==> src/rtl/regbank_write_arbiter.sv <==
// Register bank write-port arbiter: three one-entry holding registers drained
// round-robin into a registered bank write, with WAW blocking and a
// pending-write bitmap for hazard detection.
module regbank_write_arbiter #(
  parameter int unsigned REGISTER_SIZE = 32,
  parameter int unsigned ADDRESS_SIZE  = 5,
  parameter bit          ZERO_DISCARD  = 1'b1
) (
  input  logic                            clk,
  input  logic                            reset,
  input  logic                            src0_valid,
  input  logic [ADDRESS_SIZE-1:0]         src0_addr,
  input  logic [REGISTER_SIZE-1:0]        src0_data,
  output logic                            src0_ready,
  input  logic                            src1_valid,
  input  logic [ADDRESS_SIZE-1:0]         src1_addr,
  input  logic [REGISTER_SIZE-1:0]        src1_data,
  output logic                            src1_ready,
  input  logic                            src2_valid,
  input  logic [ADDRESS_SIZE-1:0]         src2_addr,
  input  logic [REGISTER_SIZE-1:0]        src2_data,
  output logic                            src2_ready,
  output logic                            rf_write,
  output logic [ADDRESS_SIZE-1:0]         rf_addr,
  output logic [REGISTER_SIZE-1:0]        rf_data,
  output logic [(1<<ADDRESS_SIZE)-1:0]    pending
);

  localparam int unsigned NUM_SRC  = 3;
  localparam int unsigned NUM_REGS = 1 << ADDRESS_SIZE;

  logic [NUM_SRC-1:0]                     in_valid;
  logic [NUM_SRC-1:0][ADDRESS_SIZE-1:0]   in_addr;
  logic [NUM_SRC-1:0][REGISTER_SIZE-1:0]  in_data;

  logic [NUM_SRC-1:0]                     full_q, full_n;
  logic [NUM_SRC-1:0][ADDRESS_SIZE-1:0]   addr_q, addr_n;
  logic [NUM_SRC-1:0][REGISTER_SIZE-1:0]  data_q, data_n;
  logic [1:0]                             last_q, last_n;

  logic                                   rf_write_n;
  logic [ADDRESS_SIZE-1:0]                rf_addr_n;
  logic [REGISTER_SIZE-1:0]               rf_data_n;
  logic [NUM_REGS-1:0]                    pending_n;

  logic [NUM_SRC-1:0]                     grant;
  logic [1:0]                             grant_idx;
  logic                                   grant_any;
  logic [NUM_SRC-1:0]                     is_zero;
  logic [NUM_SRC-1:0]                     waw_block;
  logic [NUM_SRC-1:0]                     ready;
  logic [NUM_SRC-1:0]                     accept;

  // Gather the per-source ports into indexable vectors
  always_comb begin
    in_valid = {src2_valid, src1_valid, src0_valid};
    in_addr  = {src2_addr, src1_addr, src0_addr};
    in_data  = {src2_data, src1_data, src0_data};
  end

  // Round-robin grant over registered full bits, starting after last grant
  always_comb begin
    logic [1:0] idx;
    grant     = '0;
    grant_idx = 2'd0;
    grant_any = 1'b0;
    idx       = 2'd0;
    for (int unsigned off = 1; off <= NUM_SRC; off++) begin
      idx = 2'((32'(last_q) + off) % NUM_SRC);
      if (!grant_any && full_q[idx]) begin
        grant[idx] = 1'b1;
        grant_idx  = idx;
        grant_any  = 1'b1;
      end
    end
  end

  // WAW blocking and ready; lower-index sources win same-cycle address ties
  always_comb begin
    for (int k = 0; k < int'(NUM_SRC); k++) begin
      is_zero[k]   = ZERO_DISCARD && (in_addr[k] == '0);
      waw_block[k] = 1'b0;
      for (int j = 0; j < int'(NUM_SRC); j++) begin
        if (!is_zero[k] && (j != k) && full_q[j] && !grant[j] &&
            (addr_q[j] == in_addr[k]))
          waw_block[k] = 1'b1;
        if (!is_zero[k] && (j < k) && in_valid[j] && (in_addr[j] == in_addr[k]))
          waw_block[k] = 1'b1;
      end
      ready[k]  = !reset && (!full_q[k] || grant[k]) && !waw_block[k];
      accept[k] = in_valid[k] && ready[k];
    end
  end

  assign src0_ready = ready[0];
  assign src1_ready = ready[1];
  assign src2_ready = ready[2];

  // Next state: issue the granted entry, then load accepted writes
  always_comb begin
    full_n     = full_q;
    addr_n     = addr_q;
    data_n     = data_q;
    last_n     = last_q;
    rf_write_n = 1'b0;
    rf_addr_n  = rf_addr;
    rf_data_n  = rf_data;
    pending_n  = pending;
    if (grant_any) begin
      rf_write_n                   = 1'b1;
      rf_addr_n                    = addr_q[grant_idx];
      rf_data_n                    = data_q[grant_idx];
      last_n                       = grant_idx;
      full_n[grant_idx]            = 1'b0;
      pending_n[addr_q[grant_idx]] = 1'b0;
    end
    for (int k = 0; k < int'(NUM_SRC); k++) begin
      if (accept[k] && !is_zero[k]) begin
        full_n[k]             = 1'b1;
        addr_n[k]             = in_addr[k];
        data_n[k]             = in_data[k];
        pending_n[in_addr[k]] = 1'b1;
      end
    end
  end

  // State registers; reset drops held entries without writing
  always_ff @(posedge clk) begin
    if (reset) begin
      full_q   <= '0;
      addr_q   <= '0;
      data_q   <= '0;
      last_q   <= 2'd2;
      rf_write <= 1'b0;
      rf_addr  <= '0;
      rf_data  <= '0;
      pending  <= '0;
    end else begin
      full_q   <= full_n;
      addr_q   <= addr_n;
      data_q   <= data_n;
      last_q   <= last_n;
      rf_write <= rf_write_n;
      rf_addr  <= rf_addr_n;
      rf_data  <= rf_data_n;
      pending  <= pending_n;
    end
  end

endmodule

==> config.mk <==
export PLATFORM = sky130hd
export DESIGN_NAME = regbank_write_arbiter
export DESIGN_NICKNAME = d
export VERILOG_FILES = /design/src/rtl/regbank_write_arbiter.sv
export SDC_FILE = /design/constraint.sdc
export NUM_CORES = 1
export LEC_CHECK = 0
export ABC_AREA = 1
export BUFFER_PORTS_ARGS = -buffer_cell sky130_fd_sc_hd__clkbuf_2
export CAP_MARGIN = 20
export CORE_MARGIN = 2
export CORE_UTILIZATION = 40
export CTS_CLUSTER_DIAMETER = 60
export DETAILED_ROUTE_END_ITERATION = 12
export PLACE_DENSITY = 0.57
export SYNTH_ARGS = -nofsm -noshare
export SYNTH_HDL_FRONTEND = slang
export SYNTH_SLANG_ARGS = --single-unit
==> constraint.sdc <==
create_clock -name clk -period 3.32 [get_ports clk]
set_input_delay 0.332 -clock clk [delete_from_list [all_inputs] [get_ports clk]]
set_output_delay 0.332 -clock clk [all_outputs]
set_load 0.005 [all_outputs]
# Word level (Yosys, flattened, before mapping)
# Cells that the tools add are included.
# classes
n_eq_ne,9
mux,53
n_reduce_logical,70
bitwise_logic,9
shifts,0
n_div,3
mul,0
add_sub_neg,3
n_lt_le_gt_ge,16
# op_table
operator,n
32-bit 2-to-1 mux,5
32-bit by 2-bit modulo with 32-bit output (second input constant),3
32-bit OR,3
32-bit binary-select mux with 2-bit select,1
1-bit logical AND,46
5-bit equality test,9
32-bit AND,1
32-bit NOT,1
1-bit 2-to-1 mux,27
5-bit by 6-bit less-than comparator with 1-bit output (second input constant),4
1-bit demux with 5-bit select,4
5-bit by 1-bit >= comparator with 1-bit output (second input constant),4
1-bit zero test,15
5-bit zero test,3
2-bit by 3-bit less-than comparator with 1-bit output (second input constant),4
3-bit 2-to-1 mux,4
5-bit binary-select mux with 2-bit select,1
1-bit demux with 2-bit select,4
2-bit by 1-bit >= comparator with 1-bit output (second input constant),4
2-bit by 2-bit adder with 3-bit output (second input constant),2
1-bit binary-select mux with 2-bit select,3
2-bit 2-to-1 mux,3
3-bit OR,2
2-bit nonzero test,3
other kinds (5),7
# word_totals
latch_bits,0
mem_bits_rw,0
word_cells,177
regBits,186
mem_bits_ro,0
memories,0

# Depth between registers and ports, before layout
# logic_depth
ltp_word,26
depth_mapped,22
depth_no_buf,21

# Least setup slack after synthesis
# Ideal clock, no wire load.
# synth_timing
kind,register to register
from,register last_q[0]
to,register pending[7]
slack_ns,0.975
synth_period_minus_slack_ns,2.345
setup_time_ns,0.109
path_stages_with_launch,20
t_required_ns,3.211
n_path_buf,1
arrival_ns,2.236
cell_sequence,dfxtp_1 inv_1 ha_1 buf_6 inv_2 nand2_1 nand3_2 nand2_4 nand3_1 nand2_1 nor2_4 nand3_1 nand3_1 nand2_2 nor2_4 nand2_1 nand2_1 nand3_1 nand2_1 inv_1
# synth_between
elab_chain_len,26
elab_cells_between_ends,100
classes_between,add/sub (3); div (3); order compare (8); mux (38); bitwise (7); reduce/logical (41)
# synth_rtl
item,line,source
start: declaration,39,"logic [1:0] last_q, last_n;"
start signal: assignment,142,last_q <= last_n;
2-bit by 1-bit adder with 3-bit output,69,idx = 2'((32'(last_q) + off) % NUM_SRC);
32-bit by 2-bit modulo with 32-bit output,69,
1-bit binary-select mux with 2-bit select,70,if (!grant_any && full_q[idx]) begin
1-bit 2-to-1 mux (implied by the code),70,
1-bit 2-to-1 mux,70,
1-bit zero test,70,
1-bit logical AND,70,
1-bit 2-to-1 mux,70,
[10 not listed],--,
32-bit AND (no source line),--,
32-bit 2-to-1 mux,109,if (grant_any) begin
32-bit OR (no source line),--,
32-bit 2-to-1 mux,118,if (accept[k] && !is_zero[k]) begin
32-bit OR (no source line),--,
32-bit 2-to-1 mux,118,
32-bit OR (no source line),--,
32-bit 2-to-1 mux (*),118,
end signal: assignment,146,pending <= pending_n;
end: declaration,26,output logic [(1<<ADDRESS_SIZE)-1:0] pending
# Mark *: on every way between the ends. The rest lies on a longest branch, timed or not. The select of a mux whose other input is x is not followed.
# A chain may end at the register's enable or synchronous reset.

# Worst setup path after layout
# layout_timing
from,register last_q[0]
to,output src2_ready
# layout_between
elab_chain_len,20
elab_cells_between_ends,52
classes_between,add/sub (3); div (3); order compare (6); mux (21); bitwise (2); reduce/logical (17)
# layout_rtl
item,line,source
2-bit by 1-bit adder with 3-bit output,69,
32-bit by 2-bit modulo with 32-bit output,69,
"2-bit by 3-bit less-than comparator with 1-bit output (implied by the code), or another cell as far along",71,grant[idx] = 1'b1;
1-bit logical AND (implied by the code) / 1-bit 2-to-1 mux (equally long branches),"71, 70",
1-bit 2-to-1 mux (on tied branches),"71, 70",
1-bit demux with 2-bit select / 1-bit zero test (equally long branches),"71, 70",
3-bit 2-to-1 mux / 1-bit logical AND (equally long branches),70,
3-bit OR (no source line) / 1-bit 2-to-1 mux (equally long branches),--,
[3 not listed],--,
1-bit zero test,84,if (!is_zero[k] && (j != k) && full_q[j] && !grant[j] &&
1-bit logical AND (2 in series),84,
1-bit 2-to-1 mux,84,
1-bit 2-to-1 mux,87,if (!is_zero[k] && (j < k) && in_valid[j] && (in_addr[j] == in_addr[k]))
1-bit 2-to-1 mux,84,
1-bit 2-to-1 mux,87,
1-bit zero test,90,ready[k] = !reset && (!full_q[k] || grant[k]) && !waw_block[k];
1-bit logical AND (*),90,
end: declaration,22,"output logic src2_ready,"
# Marked as above.

==> results.md <==
- Status: complete, no violations
- Commonest non-fill, non-tap cell in the layout: nand2_1
- Internal: approximately 4600 uW
- Final setup violation count: 0
- Core area: 23400 um^2
- GRT Residual Overflow: 0
- Synth Instances: around 1400
- Reg2reg end: addr_q[14]
- Worst slew margin: 0.519
- Psw: 3340 uW
- Initial Util: 0.406
- # diodes: 0
- Worst EP arrival: 2.81 ns
- Clock Latency Late Sink: 0.45 ns
- Top post-synthesis cells by area: dfxtp_1 39%, nand2_1 14%, nor2_1 7.4%, a21oi_1 4.9%, inv_1 4.7%
- Die Wd: about 160 um
- Post-synth net total: 1505
- Post-route clock skew: around 0.019 ns
- GP Congestion: 0.983
- Residual DRC count: 0
- Synthesized flop and latch total: 186
- Peak supply drop: 0.352 mV
- Reg2reg setup slack: 0.32 ns
- GRT Util Overall: 0.269
- Mapped cell area: roughly 9500 um^2
- CP required: 2.99 ns
- Hold Fails Final Rpt: 0
- DIE AREA: 25000 um^2
- Utilization after layout: 0.484
- CTS Buf Count: 17
- Period utilisation layout: 0.945
- Final max-slew violation count: 0
- Initial antenna violation count: 0
- Clock network fraction of design power: 0.281
- Clk slew on worst S/H paths: roughly 0.090 ns
- LEAKAGE: 0.00499 uW
- CTS sink count: roughly 190
- Post-synth top area share: 0.392
- # fillers: 2482
- WS Path Type: flip-flop to output port
- Reg-to-Reg Start: last_q[0]
- Synth-to-layout area growth: 19.3%
- Wl on met1: 14.4 mm
- Commonest non-fill, non-tap cells in the layout: 348 x nand2_1, 188 x nor2_1, 187 x clkbuf_2, 186 x dfxtp_1, 118 x inv_1
- HPWL after DPL: 24.0 mm
- CP startpoint kind: flip-flop
- CP endpoint kind: output port
- Worst Setup SP: last_q[0]
- Length of routed met2 wiring: 15.9 mm
- Register area share after synthesis: 0.392
- Max Cap Violations: 0
- Layout net count: 1664
- First-pass GRT wire length: 51.9 mm
- Vias in the first global route: 9543
- Avg WL per Cell: 17.9 um
- Largest net degree at the start of global routing: 53
- Worst Reg-to-Reg Cells: 16
- Fmax: 319 MHz
- Tmin final: 3.14 ns
- DRT iter0 DRCs: 715
- Distinct cells, synth: 41
- Vias: just under 10000
- Die Ht: 158 um
- Setup bufs post-CTS: 0
- IO Count: 189
- Post-synth top area cell: dfxtp_1
- Maximum fanout along the worst path: 8
- Tightest Hold Check Type: input port to flip-flop
- PwrDens: 701 nW/um^2
- Max layer used: met4
- Worst Setup EP: src2_ready
- Routed Antenna Nets: 0
- Sw Share: 0.421
- CTS tree: done
- Worst-Margin Slew: between 0.7 and 0.8 ns
- Synth warn: 0
- Root Buffer: clkbuf_16
- Comb power frac: 0.376
- Final TNS setup: 0 ns
- FP Rows: 56
- RSZ-0062 raised after global routing: no
- DR pass1 iterations: 8
- Htree depth: 4
- # port buffers: 188
- DRT Wirelength: 33.5 mm
- Part of the power in registers: 0.343
- Met3 routed WL: 2.16 mm
- Share of cells above drive strength 1: 0.197
- Vias/cell: 5.21
- Max clock buf depth: 2
- Syn_area_per_cell: 6.85 um^2
cells by family (layout without fill, tap and decap cells):
| kind of cell | Yosys count | count (layout) | share of synthesized area |
|---|---|---|---|
| and+or+nand+nor | 699 | 699 | 0.318 |
| AOI/OAI and AO/OA | 256 | 256 | 0.162 |
| buffers and inverters | 212 | 384 | 0.0965 |
| DFF | 186 | 186 | 0.392 |
| xor gates and xnor gates | 28 | 28 | 0.0258 |
| adders and majority gates | 4 | 4 | 0.00527 |
through the flow:
stage                     worst slack, ns  hold WS (ns)  instances  power (uW)  instance area, um^2
after floorplan                     0.975         0.424       1385        4750                 9490
after global placement              0.372         0.431       1844        5740                10700
after detailed placement            0.321         0.436       1844        5760                10700
after CTS                           0.144        0.0929       1876        7990                11300
after global routing               0.0318         0.100       1876        8440                11300
final                               0.181         0.103       1876        7950                11300
critical path, cell delays in order, from the launching register on:
cell      delay [ns]
dfxtp_1         0.36
inv_1           0.08
ha_1            0.48
inv_2           0.11
nand2_1         0.09
nand3_2         0.09
nand2_4         0.12
nand3_4         0.10
nor2_2          0.17
nor2_1          0.10
nand2_1         0.07
nand2_1         0.13
a21boi_4        0.29
clkbuf_2        0.16
flip-flops by register name, summed over array words and instances, names as in the netlist:
signal    flops
pending      32
last_q        2
rf_addr       5
rf_write      1
full_q        3
data_q       96
rf_data      32
addr_q       15
power groups by stage:
| stage | combinational [uW] | clock, uW | sequential (uW) |
|---|---|---|---|
| 6_report | 2990 | 2230 | 2720 |
| 5_1_grt | 3320 | 2360 | 2760 |
| 4_1_cts | 2990 | 2270 | 2720 |
| 3_5_place_dp | 2990 | 0 | 2770 |
| 3_3_place_gp | 2970 | 0 | 2780 |
| 2_1_floorplan | 2020 | 0 | 2740 |
worst min path at each step:
stage / from / to / slack [ns] / depth (start not counted)
after floorplan: data_q[83] / data_q[83] / 0.42 / 2
after global placement: pending[0] / pending[0] / 0.43 / 2
after detailed placement: pending[0] / pending[0] / 0.44 / 2
after CTS: src2_data[12] / data_q[76] / 0.09 / 3
after global routing: src2_data[12] / data_q[76] / 0.10 / 3
final: src1_data[31] / data_q[63] / 0.10 / 3
area by class of cell:
class | count | area, um^2 | area share
Clock buffer | 17 | 425 | 0.0375
Clock inverter | 15 | 228 | 0.0201
Inverter | 134 | 507 | 0.0447
Multi-Input combinational cell | 987 | 4870 | 0.430
Sequential cell | 186 | 3720 | 0.329
Tap cell | 319 | 399 | 0.0352
Timing Repair Buffer | 218 | 1180 | 0.104
routing by layer:
| layer | vias up | global-route usage |
|---|---|---|
| li1 | 4831 | - |
| met1 | 4504 | 0.342 |
| met2 | 378 | 0.454 |
| met3 | 70 | 0.0441 |
| met4 | 0 | 0.111 |
| met5 | - | 0 |
timing repair:
action / CTS / global route
hold buffers: 0 / 0
gates resized for setup: 1 / 2
endpoints found under the hold margin: 0 / 0
setup endpoints to repair: 1 / 2
Yosys cell counts, drive strengths merged:
| library cell | n |
|---|---|
| or2 | 1 |
| nor2 | 203 |
| dfxtp | 186 |
| a22oi | 4 |
| nand3 | 80 |
| buf | 43 |
| xor2 | 11 |
| nand3b | 1 |
| a211oi | 4 |
| a41oi | 9 |
| clkbuf | 35 |
| o22ai | 4 |
| o2111ai | 18 |
| clkinv | 1 |
| o21ai | 82 |
| ha | 4 |
| a21oi | 92 |
| nand4 | 25 |
| nand2 | 356 |
| o211ai | 25 |
| o221ai | 3 |
| inv | 133 |
| nor3 | 33 |
| xnor2 | 17 |
| a21boi | 15 |
(Power assumes the default switching activity.)
